<file path="config.mk">
export PLATFORM = sky130hd
export DESIGN_NAME = hazard_ctrl_unit
export DESIGN_NICKNAME = d
export VERILOG_FILES = /design/src/rtl/hazard_ctrl_unit_pkg.sv /design/src/rtl/instr_class_decode.sv /design/src/rtl/hazard_ctrl_unit.sv
export SDC_FILE = /design/constraint.sdc
export NUM_CORES = 1
export LEC_CHECK = 0
export CAP_MARGIN = 20
export CORE_ASPECT_RATIO = 0.8
export CORE_MARGIN = 2
export CORE_UTILIZATION = 52
export CTS_CLUSTER_SIZE = 24
export DETAILED_ROUTE_END_ITERATION = 8
export GPL_ROUTABILITY_DRIVEN = 0
export GPL_TIMING_DRIVEN = 1
export PLACE_DENSITY = 0.84
export RECOVER_POWER = 50
export SLEW_MARGIN = 10
export SYNTH_ARGS = -nofsm -noshare
export SYNTH_HDL_FRONTEND = slang
export SYNTH_SLANG_ARGS = --single-unit
</file>
<file path="constraint.sdc">
create_clock -name clk -period 6.28 [get_ports clk]
set_input_delay 1.884 -clock clk [delete_from_list [all_inputs] [get_ports clk]]
set_output_delay 1.884 -clock clk [all_outputs]
set_load 0.01 [all_outputs]
</file>
<file path="src/rtl/hazard_ctrl_unit_pkg.sv">
// Shared encodings and scoreboard payload types for the pipeline hazard controller.
package hazard_ctrl_unit_pkg;

   localparam int unsigned XLEN      = 32;
   localparam int unsigned REG_W     = 5;
   localparam int unsigned OPC_W     = 7;
   localparam int unsigned IMM_SEL_W = 2;
   localparam int unsigned FWD_W     = 2;

   localparam logic [OPC_W-1:0] OP_LOAD   = 7'b0000011;
   localparam logic [OPC_W-1:0] OP_OPIMM  = 7'b0010011;
   localparam logic [OPC_W-1:0] OP_STORE  = 7'b0100011;
   localparam logic [OPC_W-1:0] OP_OP     = 7'b0110011;
   localparam logic [OPC_W-1:0] OP_BRANCH = 7'b1100011;

   localparam logic [IMM_SEL_W-1:0] IMM_I    = 2'b00;
   localparam logic [IMM_SEL_W-1:0] IMM_S    = 2'b01;
   localparam logic [IMM_SEL_W-1:0] IMM_B    = 2'b10;
   localparam logic [IMM_SEL_W-1:0] IMM_NONE = 2'b11;

   localparam logic [FWD_W-1:0] FWD_RF  = 2'b00;
   localparam logic [FWD_W-1:0] FWD_WB  = 2'b01;
   localparam logic [FWD_W-1:0] FWD_MEM = 2'b10;

   typedef enum logic [1:0] {
      ST_RUN    = 2'd0,
      ST_FLUSH  = 2'd1,
      ST_FREEZE = 2'd2
   } state_e;

   typedef struct packed {
      logic [REG_W-1:0] rd;
      logic             wr;
      logic             ld;
      logic [REG_W-1:0] rs1;
      logic [REG_W-1:0] rs2;
   } ex_slot_t;

   typedef struct packed {
      logic [REG_W-1:0] rd;
      logic             wr;
   } wb_slot_t;

   // Nearest producer wins; x0 is never forwarded.
   function automatic logic [FWD_W-1:0] fwd_sel(input logic [REG_W-1:0] rs,
                                                 input wb_slot_t mem,
                                                 input wb_slot_t wb);
      logic [FWD_W-1:0] sel;
      sel = FWD_RF;
      if (rs != '0) begin
         if (mem.wr && (mem.rd == rs))     sel = FWD_MEM;
         else if (wb.wr && (wb.rd == rs))  sel = FWD_WB;
      end
      return sel;
   endfunction

endpackage

</file>
<file path="src/rtl/instr_class_decode.sv">
// Classifies an RV32 instruction: register usage, load flag and immediate format.
module instr_class_decode
   import hazard_ctrl_unit_pkg::*;
(
   input  logic [XLEN-1:0]      instr_i,
   output logic [REG_W-1:0]     rd_o,
   output logic [REG_W-1:0]     rs1_o,
   output logic [REG_W-1:0]     rs2_o,
   output logic                 uses_rs1_o,
   output logic                 uses_rs2_o,
   output logic                 writes_rd_o,
   output logic                 is_load_o,
   output logic [IMM_SEL_W-1:0] imm_sel_o
);

   logic wr_c;
   logic unused_fields;

   assign rd_o  = instr_i[11:7];
   assign rs1_o = instr_i[19:15];
   assign rs2_o = instr_i[24:20];
   assign unused_fields = ^{instr_i[31:25], instr_i[14:12]};

   always_comb begin
      wr_c       = 1'b0;
      uses_rs1_o = 1'b0;
      uses_rs2_o = 1'b0;
      is_load_o  = 1'b0;
      imm_sel_o  = IMM_NONE;
      case (instr_i[OPC_W-1:0])
         OP_LOAD: begin
            wr_c       = 1'b1;
            uses_rs1_o = 1'b1;
            is_load_o  = 1'b1;
            imm_sel_o  = IMM_I;
         end
         OP_OPIMM: begin
            wr_c       = 1'b1;
            uses_rs1_o = 1'b1;
            imm_sel_o  = IMM_I;
         end
         OP_STORE: begin
            uses_rs1_o = 1'b1;
            uses_rs2_o = 1'b1;
            imm_sel_o  = IMM_S;
         end
         OP_OP: begin
            wr_c       = 1'b1;
            uses_rs1_o = 1'b1;
            uses_rs2_o = 1'b1;
         end
         OP_BRANCH: begin
            uses_rs1_o = 1'b1;
            uses_rs2_o = 1'b1;
            imm_sel_o  = IMM_B;
         end
         default: ;
      endcase
   end

   // A write to x0 has no architectural effect, so it never creates a dependency.
   assign writes_rd_o = wr_c && (rd_o != '0);

endmodule

</file>
<file path="src/rtl/hazard_ctrl_unit.sv">
// Pipeline sequencing controller: load-use stalls, branch flushes, memory freeze,
// EX-stage forwarding selects and saturating stall/flush counters.
module hazard_ctrl_unit
   import hazard_ctrl_unit_pkg::*;
#(
   parameter int unsigned CNT_W = 16
) (
   input  logic                 clk,
   input  logic                 rst_n,
   input  logic [XLEN-1:0]      if_id_instr,
   input  logic                 if_id_valid,
   input  logic                 branch_taken_ex,
   input  logic                 dmem_stall,
   output logic                 pc_write,
   output logic                 if_id_write,
   output logic                 if_id_flush,
   output logic                 id_ex_bubble,
   output logic                 ex_mem_write,
   output logic [IMM_SEL_W-1:0] imm_sel,
   output logic [FWD_W-1:0]     fwd_a,
   output logic [FWD_W-1:0]     fwd_b,
   output logic [CNT_W-1:0]     stall_cnt,
   output logic [CNT_W-1:0]     flush_cnt
);

   logic [REG_W-1:0]     dec_rd, dec_rs1, dec_rs2;
   logic                 dec_uses_rs1, dec_uses_rs2, dec_writes_rd, dec_is_load;
   logic [IMM_SEL_W-1:0] dec_imm_sel;

   state_e           state_q, state_d;
   ex_slot_t         ex_q, ex_d;
   wb_slot_t         mem_q, wb_q;
   logic             pend_flush_q, pend_flush_d;
   logic [CNT_W-1:0] stall_cnt_q, flush_cnt_q;

   logic hazard_c, flush_req_c, stall_req_c, bubble_c;

   instr_class_decode u_decode (
      .instr_i     (if_id_instr),
      .rd_o        (dec_rd),
      .rs1_o       (dec_rs1),
      .rs2_o       (dec_rs2),
      .uses_rs1_o  (dec_uses_rs1),
      .uses_rs2_o  (dec_uses_rs2),
      .writes_rd_o (dec_writes_rd),
      .is_load_o   (dec_is_load),
      .imm_sel_o   (dec_imm_sel)
   );

   // Load in EX whose result is needed by the instruction in IF/ID.
   assign hazard_c = if_id_valid && ex_q.ld && (ex_q.rd != '0) &&
                     ((dec_uses_rs1 && (dec_rs1 == ex_q.rd)) ||
                      (dec_uses_rs2 && (dec_rs2 == ex_q.rd)));

   // Freeze dominates; a deferred branch fires on the first unfrozen cycle.
   assign flush_req_c = !dmem_stall && (state_q != ST_FLUSH) &&
                        (branch_taken_ex || ((state_q == ST_FREEZE) && pend_flush_q));
   assign stall_req_c = !dmem_stall && !flush_req_c && hazard_c;
   assign bubble_c    = flush_req_c || stall_req_c;

   always_ff @(posedge clk or negedge rst_n) begin
      if (!rst_n) state_q <= ST_RUN;
      else        state_q <= state_d;
   end

   always_comb begin
      state_d      = state_q;
      pend_flush_d = pend_flush_q;
      if (dmem_stall) begin
         state_d      = ST_FREEZE;
         pend_flush_d = pend_flush_q || branch_taken_ex;
      end else if (flush_req_c) begin
         state_d      = ST_FLUSH;
         pend_flush_d = 1'b0;
      end else begin
         state_d      = ST_RUN;
      end
   end

   always_comb begin
      pc_write     = 1'b1;
      if_id_write  = 1'b1;
      if_id_flush  = 1'b0;
      id_ex_bubble = 1'b0;
      ex_mem_write = 1'b1;
      if (!rst_n) begin
         pc_write     = 1'b0;
         if_id_write  = 1'b0;
         ex_mem_write = 1'b0;
         id_ex_bubble = 1'b1;
      end else if (dmem_stall) begin
         pc_write     = 1'b0;
         if_id_write  = 1'b0;
         ex_mem_write = 1'b0;
      end else if (flush_req_c) begin
         if_id_flush  = 1'b1;
         id_ex_bubble = 1'b1;
      end else if (stall_req_c) begin
         pc_write     = 1'b0;
         if_id_write  = 1'b0;
         id_ex_bubble = 1'b1;
      end
   end

   assign imm_sel = rst_n ? dec_imm_sel : IMM_NONE;
   assign fwd_a   = rst_n ? fwd_sel(ex_q.rs1, mem_q, wb_q) : FWD_RF;
   assign fwd_b   = rst_n ? fwd_sel(ex_q.rs2, mem_q, wb_q) : FWD_RF;

   // Unused source fields are zeroed so they can never pick up a forward.
   always_comb begin
      ex_d = '0;
      if (!bubble_c && if_id_valid) begin
         ex_d.rd  = dec_rd;
         ex_d.wr  = dec_writes_rd;
         ex_d.ld  = dec_is_load;
         ex_d.rs1 = dec_uses_rs1 ? dec_rs1 : '0;
         ex_d.rs2 = dec_uses_rs2 ? dec_rs2 : '0;
      end
   end

   always_ff @(posedge clk or negedge rst_n) begin
      if (!rst_n) begin
         ex_q         <= '0;
         mem_q        <= '0;
         wb_q         <= '0;
         pend_flush_q <= 1'b0;
         stall_cnt_q  <= '0;
         flush_cnt_q  <= '0;
      end else begin
         pend_flush_q <= pend_flush_d;
         if (!dmem_stall) begin
            ex_q  <= ex_d;
            mem_q <= '{rd: ex_q.rd, wr: ex_q.wr};
            wb_q  <= mem_q;
         end
         if (stall_req_c && (stall_cnt_q != '1)) stall_cnt_q <= stall_cnt_q + CNT_W'(1);
         if (flush_req_c && (flush_cnt_q != '1)) flush_cnt_q <= flush_cnt_q + CNT_W'(1);
      end
   end

   assign stall_cnt = stall_cnt_q;
   assign flush_cnt = flush_cnt_q;

endmodule

</file>
# Yosys cells after proc, flatten, opt, wreduce, memory -nomap -nowiden
# Cells that the tools add are included.
# Widths: inputs -> output; s select.
# op_classes
reduce_logical	34
eq_ne	15
add_sub_neg	2
mux	34
# ops
op	count
$add 16x1->16 const B	2
$ne 16x16->1 const B	2
$eq 5x5->1	6
$mux 1	22
$reduce_bool 5->1	4
$logic_and 1x1->1	18
$mux 17	1
$mux 2	8
$eq 7x6->1 const B	2
$mux 5	2
$eq 7x2->1 const B	1
$eq 7x5->1 const B	1
$eq 7x7->1 const B	1
$pmux 2 s3	1
$reduce_or 3->1	2
$reduce_or 5->1	1
$logic_or 1x1->1	4
$logic_not 1->1	3
$eq 2x2->1 const B	1
$ne 2x1->1 const B	1
$reduce_bool 2->1	1
$reduce_or 2->1	1
# totals
word_cells	98
out_inout_bits	43
input_bits	37
regBits	64

# Longest topological paths before layout
# Gate-level depths: netlist of the first run.
# logic_depth
ltp_word	11
depth_mapped	8
depth_no_buf	8

# Modules after synthesis
# Synthesis of the first run repeated with hierarchy kept, for this count alone.
# hier_totals
hier_cells	289
hier_area_um2	3362.0
# by_module_without_submodules
module	seq_area_each_um2	n_inst	area_each_um2	cells_each
hazard_ctrl_unit	1601.5	1	3164.3	260
instr_class_decode	0.0	1	197.7	29

# Least setup slack after synthesis of the first run
# OpenSTA, ideal clock, no wires.
# synth_timing
path_type	input to output
start	input port if_id_instr[2]
end	output port pc_write
arrival_ps	3188
n_path_buf	1
path_slack_ps	1208
path_stages	6
t_required_ps	4396
cell_sequence	nand4bb_4 -> nor4_2 -> a32oi_1 -> or3_1 -> and2_1 -> buf_4
# synth_via
elab_chain_len	11
word_cells_on_any_way	18
cone_classes	eq/ne: 5; mux: 6; reduce/logical: 7
# synth_rtl
element	line_no	text
from (decl)	hazard_ctrl_unit.sv:10	input logic [XLEN-1:0] if_id_instr,
$eq 7x6->1 (tied with other cells)	instr_class_decode.sv:30	case (instr_i[OPC_W-1:0])
$reduce_or 5->1 (no source line) / $reduce_or 3->1 (equally long branches)	--	
$mux 1	instr_class_decode.sv:30	
$logic_and 1x1->1, on equally long branches	hazard_ctrl_unit.sv:52, hazard_ctrl_unit.sv:53	
$logic_or 1x1->1 (*)	hazard_ctrl_unit.sv:52	((dec_uses_rs1 && (dec_rs1 == ex_q.rd)) ||
$logic_and 1x1->1 (*)	hazard_ctrl_unit.sv:51	assign hazard_c = if_id_valid && ex_q.ld && (ex_q.rd != '0) &&
$logic_and 1x1->1 (*)	hazard_ctrl_unit.sv:58	assign stall_req_c = !dmem_stall && !flush_req_c && hazard_c;
$mux 1 (*) (4 in a row)	--	
to (decl)	hazard_ctrl_unit.sv:14	output logic pc_write,
# Mark *: on every way between the ends. The rest lies on a longest branch, timed or not.

# Worst setup path in the final report of the first run
# layout_timing
start	input port if_id_instr[5]
end	output port id_ex_bubble
# layout_via
elab_chain_len	11
word_cells_on_any_way	18
cone_classes	eq/ne: 5; mux: 6; reduce/logical: 7
# layout_rtl
element	line_no	text
$eq 7x6->1 (tied with other cells)	instr_class_decode.sv:30	
$reduce_or 5->1 (no source line) / $reduce_or 3->1 (equally long branches)	--	
$mux 1	instr_class_decode.sv:30	
$logic_and 1x1->1, on equally long branches	hazard_ctrl_unit.sv:52, hazard_ctrl_unit.sv:53	
$logic_or 1x1->1 (*)	hazard_ctrl_unit.sv:52	
$logic_and 1x1->1 (*)	hazard_ctrl_unit.sv:51	
$logic_and 1x1->1 (*)	hazard_ctrl_unit.sv:58	
$mux 1 (*)	hazard_ctrl_unit.sv:98	end else if (stall_req_c) begin
$mux 1 (*)	hazard_ctrl_unit.sv:95	end else if (flush_req_c) begin
$mux 1 (*)	hazard_ctrl_unit.sv:91	end else if (dmem_stall) begin
$mux 1 (*)	hazard_ctrl_unit.sv:86	if (!rst_n) begin
to (decl)	hazard_ctrl_unit.sv:17	output logic id_ex_bubble,
# Marked as above.

==> results of run 1 <==
## state kept, by name, summed over array words and instances, names as in the netlist
register and count:
ex_q 17, flush_cnt 16, mem_q 6, pend_flush_q 1, stall_cnt 16, state_q 2, wb_q 6
## cell type report
| class | count | share of cell area (%) |
|---|---|---|
| multi-input cells | 209 | 37.1 |
| flip-flops and latches | 64 | 38.0 |
| inverters | 5 | 0.445 |
| clock buffers | 12 | 3.68 |
| well taps | 81 | 2.40 |
| clock inverters | 3 | 1.54 |
| repair buffers | 74 | 16.9 |
## cell families (layout without fill, tap and decap cells)
logic type / Yosys count / after routing / share of synthesized area, %
buf+inv: 13 / 94 / 1.86
fa+ha+maj: 2 / 2 / 0.776
flops: 64 / 64 / 49.7
mux: 15 / 15 / 5.24
simple gates: 107 / 107 / 19.8
xor+xnor: 58 / 58 / 15.8
compound gates: 27 / 27 / 6.83
## stage by stage
stage / cell area (um^2) / hold WS [ns]
after floorplan: 3220 / 0.445
after global placement: 4010 / 0.459
after detailed placement: 4010 / 0.464
after CTS: 4230 / 0.482
after global routing: 4210 / 0.517
final: 4210 / 0.485
## cell usage in the layout (no fill, tap or decap), types with 2 or more instances in the layout
| master | count |
|---|---|
| dfrtp_1 | 64 |
| clkdlybuf4s50_1 | 61 |
| xor2_1 | 35 |
| xnor2_1 | 23 |
| nand2_1 | 19 |
| nand3_1 | 19 |
| nor2_1 | 16 |
| a22o_1 | 16 |
| mux2_2 | 14 |
| clkbuf_8 | 11 |
| dlygate4sd3_1 | 7 |
| or4_1 | 6 |
| nand4_1 | 6 |
| inv_1 | 5 |
| nor4_1 | 5 |
| and3_1 | 5 |
| and2_1 | 5 |
| clkbuf_1 | 5 |
| nor3_1 | 4 |
| and4_1 | 4 |
| nor3_2 | 4 |
| nand2b_1 | 3 |
| o21ai_0 | 3 |
| and3b_1 | 2 |
| o31ai_1 | 2 |
| ha_1 | 2 |
| bufinv_16 | 2 |
| buf_4 | 2 |
## Yosys cell counts, drive strengths merged, types with 6 or more instances
cell type	number	share of area (%)
mux2	15	5.2
nand4	6	1.2
xor2	35	9.5
a22o	16	4.3
or4	6	1.4
nor2	16	1.9
dfrtp	64	50
nor3	9	2.4
nor4	6	1.4
nand3	19	3.0
nand2	19	2.2
xnor2	23	6.2
## per-layer routing
metal  global-route usage (%)  share of wire, %  vias to the layer above
met5                        0                 0                        -
met4                     6.30              0.89                        0
met3                     6.99               5.5                        6
met2                     33.0                45                       72
met1                     32.7                49                     1235
li1                         -                 -                     1169
## worst paths after layout
check	start	endpoint	slack [ns]
min	stall_cnt[15]$_DFFE_PN0P_	stall_cnt[15]$_DFFE_PN0P_	0.48
max	if_id_instr[5]	id_ex_bubble	0.22
min in group asynchronous	rst_n	wb_q[0]$_DFFE_PN0N_	1.40
max in group asynchronous	rst_n	state_q[1]$_DFF_PN0_	3.29
max reg2reg	ex_q[12]$_DFFE_PN0N_	stall_cnt[1]$_DFFE_PN0P_	3.87
min reg2reg	stall_cnt[15]$_DFFE_PN0P_	stall_cnt[15]$_DFFE_PN0P_	0.48
## worst reg2reg max path, cell delays in order (launching register included)
cell     delay, ns
dfrtp_1       0.45
or4_1         0.55
o21ai_0       0.42
or4_1         0.50
mux2_1        0.37
## power by group through the flow
stage | Clock [uW] | Sequential, uW | Combinational (uW)
floorplan | 0 | 486 | 70.7
global placement | 0 | 484 | 159
detailed placement | 0 | 487 | 164
CTS | 400 | 481 | 165
global route | 417 | 486 | 176
finish | 393 | 481 | 162
==> run_results.csv, run 1 <==
group,metric,value,unit
outcome,status,"complete, no violations",
grt,grt_max_degree,34,
synth,yosysWarnings,0,
synth,syn_inst,286,
worst_setup_path,required,4.40,ns
worst_setup_path,crit_chain,"clkdlybuf4s50_1, a21bo_2, nor4_2, a32oi_1, or3_1, nand3_1, clkdlybuf4s50_1",
clocking,cts_htree_levels,3,
detailed_routing,vias,2482,
timing,finalSetupViolCount,0,
worst_setup_path,critPathKind,"input pin to output port",
clocking,cts_buffers,9,
grt,overflow,0,
grt,track_usage,22.5,%
power_and_ir_drop,clock_power_share,37.9,%
power_and_ir_drop,p_sw,259,uW
timing,max-slew-margin-rel,7.32,%
synth,synth_nets,325,
die,core-area,5940,um^2
grt,antenna_found_initial,0,
timing,min_period,6.06,ns
timing,period_share,96.5,%
timing,rsz0062_at_grt,"no",
worst_setup_path,slowest_stage,"clkdlybuf4s50_1",
synth,syn_area,3220,um^2
power_and_ir_drop,p_int,777,uW
placed_design,place_ws,0.230,ns
layout,area_growth,30.7,%
die,rows,25,
synth,synth-main-ff-cell,"dfrtp_1",
clocking,cts_hold_buf,0,
layout,regArea,1600,um^2
synth,synth.avg_cell_area,11.3,um^2
power_and_ir_drop,p_sw_share,25.0,%
power_and_ir_drop,comb_power_share,15.6,%
placed_design,dp_cells,433,
clocking,clk_latency,0.34,ns
power_and_ir_drop,vdd_drop_max,0.000216,V
clocking,cts_sinks,64,
timing,tns,0,ns
hold_path,worstHoldPathCells,1,
detailed_routing,vias_per_cell,5.54,
detailed_routing,wl_per_cell,15.9,um
clocking,cts_setup_buffers,0,
synth,synth_edf_count,0,
timing,hold_viol,0,
synth,yosys_register_bits,64,
timing,setup_slack,0.220,ns
layout,final_cells,448,
detailed_routing,drc_errors,0,
die,fp.dieArea,6850,um^2
grt,grt_pass1_wl,11.8,mm
worst_setup_path,worstSetupStartpointType,"input pin",
detailed_routing,ant_nets,0,
worst_setup_path,cp_max_fo,5,
power_and_ir_drop,seqPwrFrac,46.4,%
timing,max_freq,165,MHz
power_and_ir_drop,p_leak,0.00197,uW
clocking,root_buffer,"clkbuf_8",
timing,tightestPinTransition,1.39,ns
die,die_h,74.4,um
synth,async_reset_ff_share,100,%
worst_setup_path,reg2regPathDepth,4,
worst_setup_path,crit_family,"buffers and inverters",
clocking,cts_tree,"done",
die,start_util,54.2,%
detailed_routing,first_pass_iters,4,
clocking,clk_pin_slew,0.07,ns
power_and_ir_drop,total_power,1040,uW
layout,antennaDiodeCount,0,
timing,slew_violations,0,
layout,nFillCells,444,
worst_setup_path,max_stage_delay,0.57,ns
worst_setup_path,crit_cells,7,
die,io_pins,80,
layout,drive_above_1_share,10.9,%
worst_setup_path,cpMostUsedCell,"clkdlybuf4s50_1",
timing,finClkSkew,0.00674,ns
placed_design,io_buffers,69,
clocking,cts_buffer_depth,2,
hold_path,hp-class,"register to register",
layout,fin_util,70.9,%
layout,nets,402,
worst_setup_path,cp-end-kind,"output port",
job,cap_violations,0,
detailed_routing,drtIter0Drc,141,
synth,yosysSeqAreaShare,49.7,%
clocking,cts_resized,0,
detailed_routing,totalWireLength,7.12,mm
layout,multi_input_area,1560,um^2
power_and_ir_drop,powerDensity,246,nW/um^2
die,dieWidth,92.0,um
worst_setup_path,cp.arrival,4.18,ns
placed_design,dp_hpwl,5.33,mm
synth,ys_types,42,
grt,grt_pass1_vias,2399,
worst_setup_path,crit_buf_inv,2,
Power figures use the tool's default switching activity.
==> run 2, diff against run 1 <==
--- a/config.mk
+++ b/config.mk
@@ -5,7 +5,7 @@
 export SDC_FILE = /design/constraint.sdc
 export NUM_CORES = 1
 export LEC_CHECK = 0
-export CAP_MARGIN = 20
+export CAP_MARGIN = 10
 export CORE_ASPECT_RATIO = 0.8
 export CORE_MARGIN = 2
 export CORE_UTILIZATION = 52
==> results of run 2 <==
The final DEF is identical to that of run 1; final timing and power are the same.
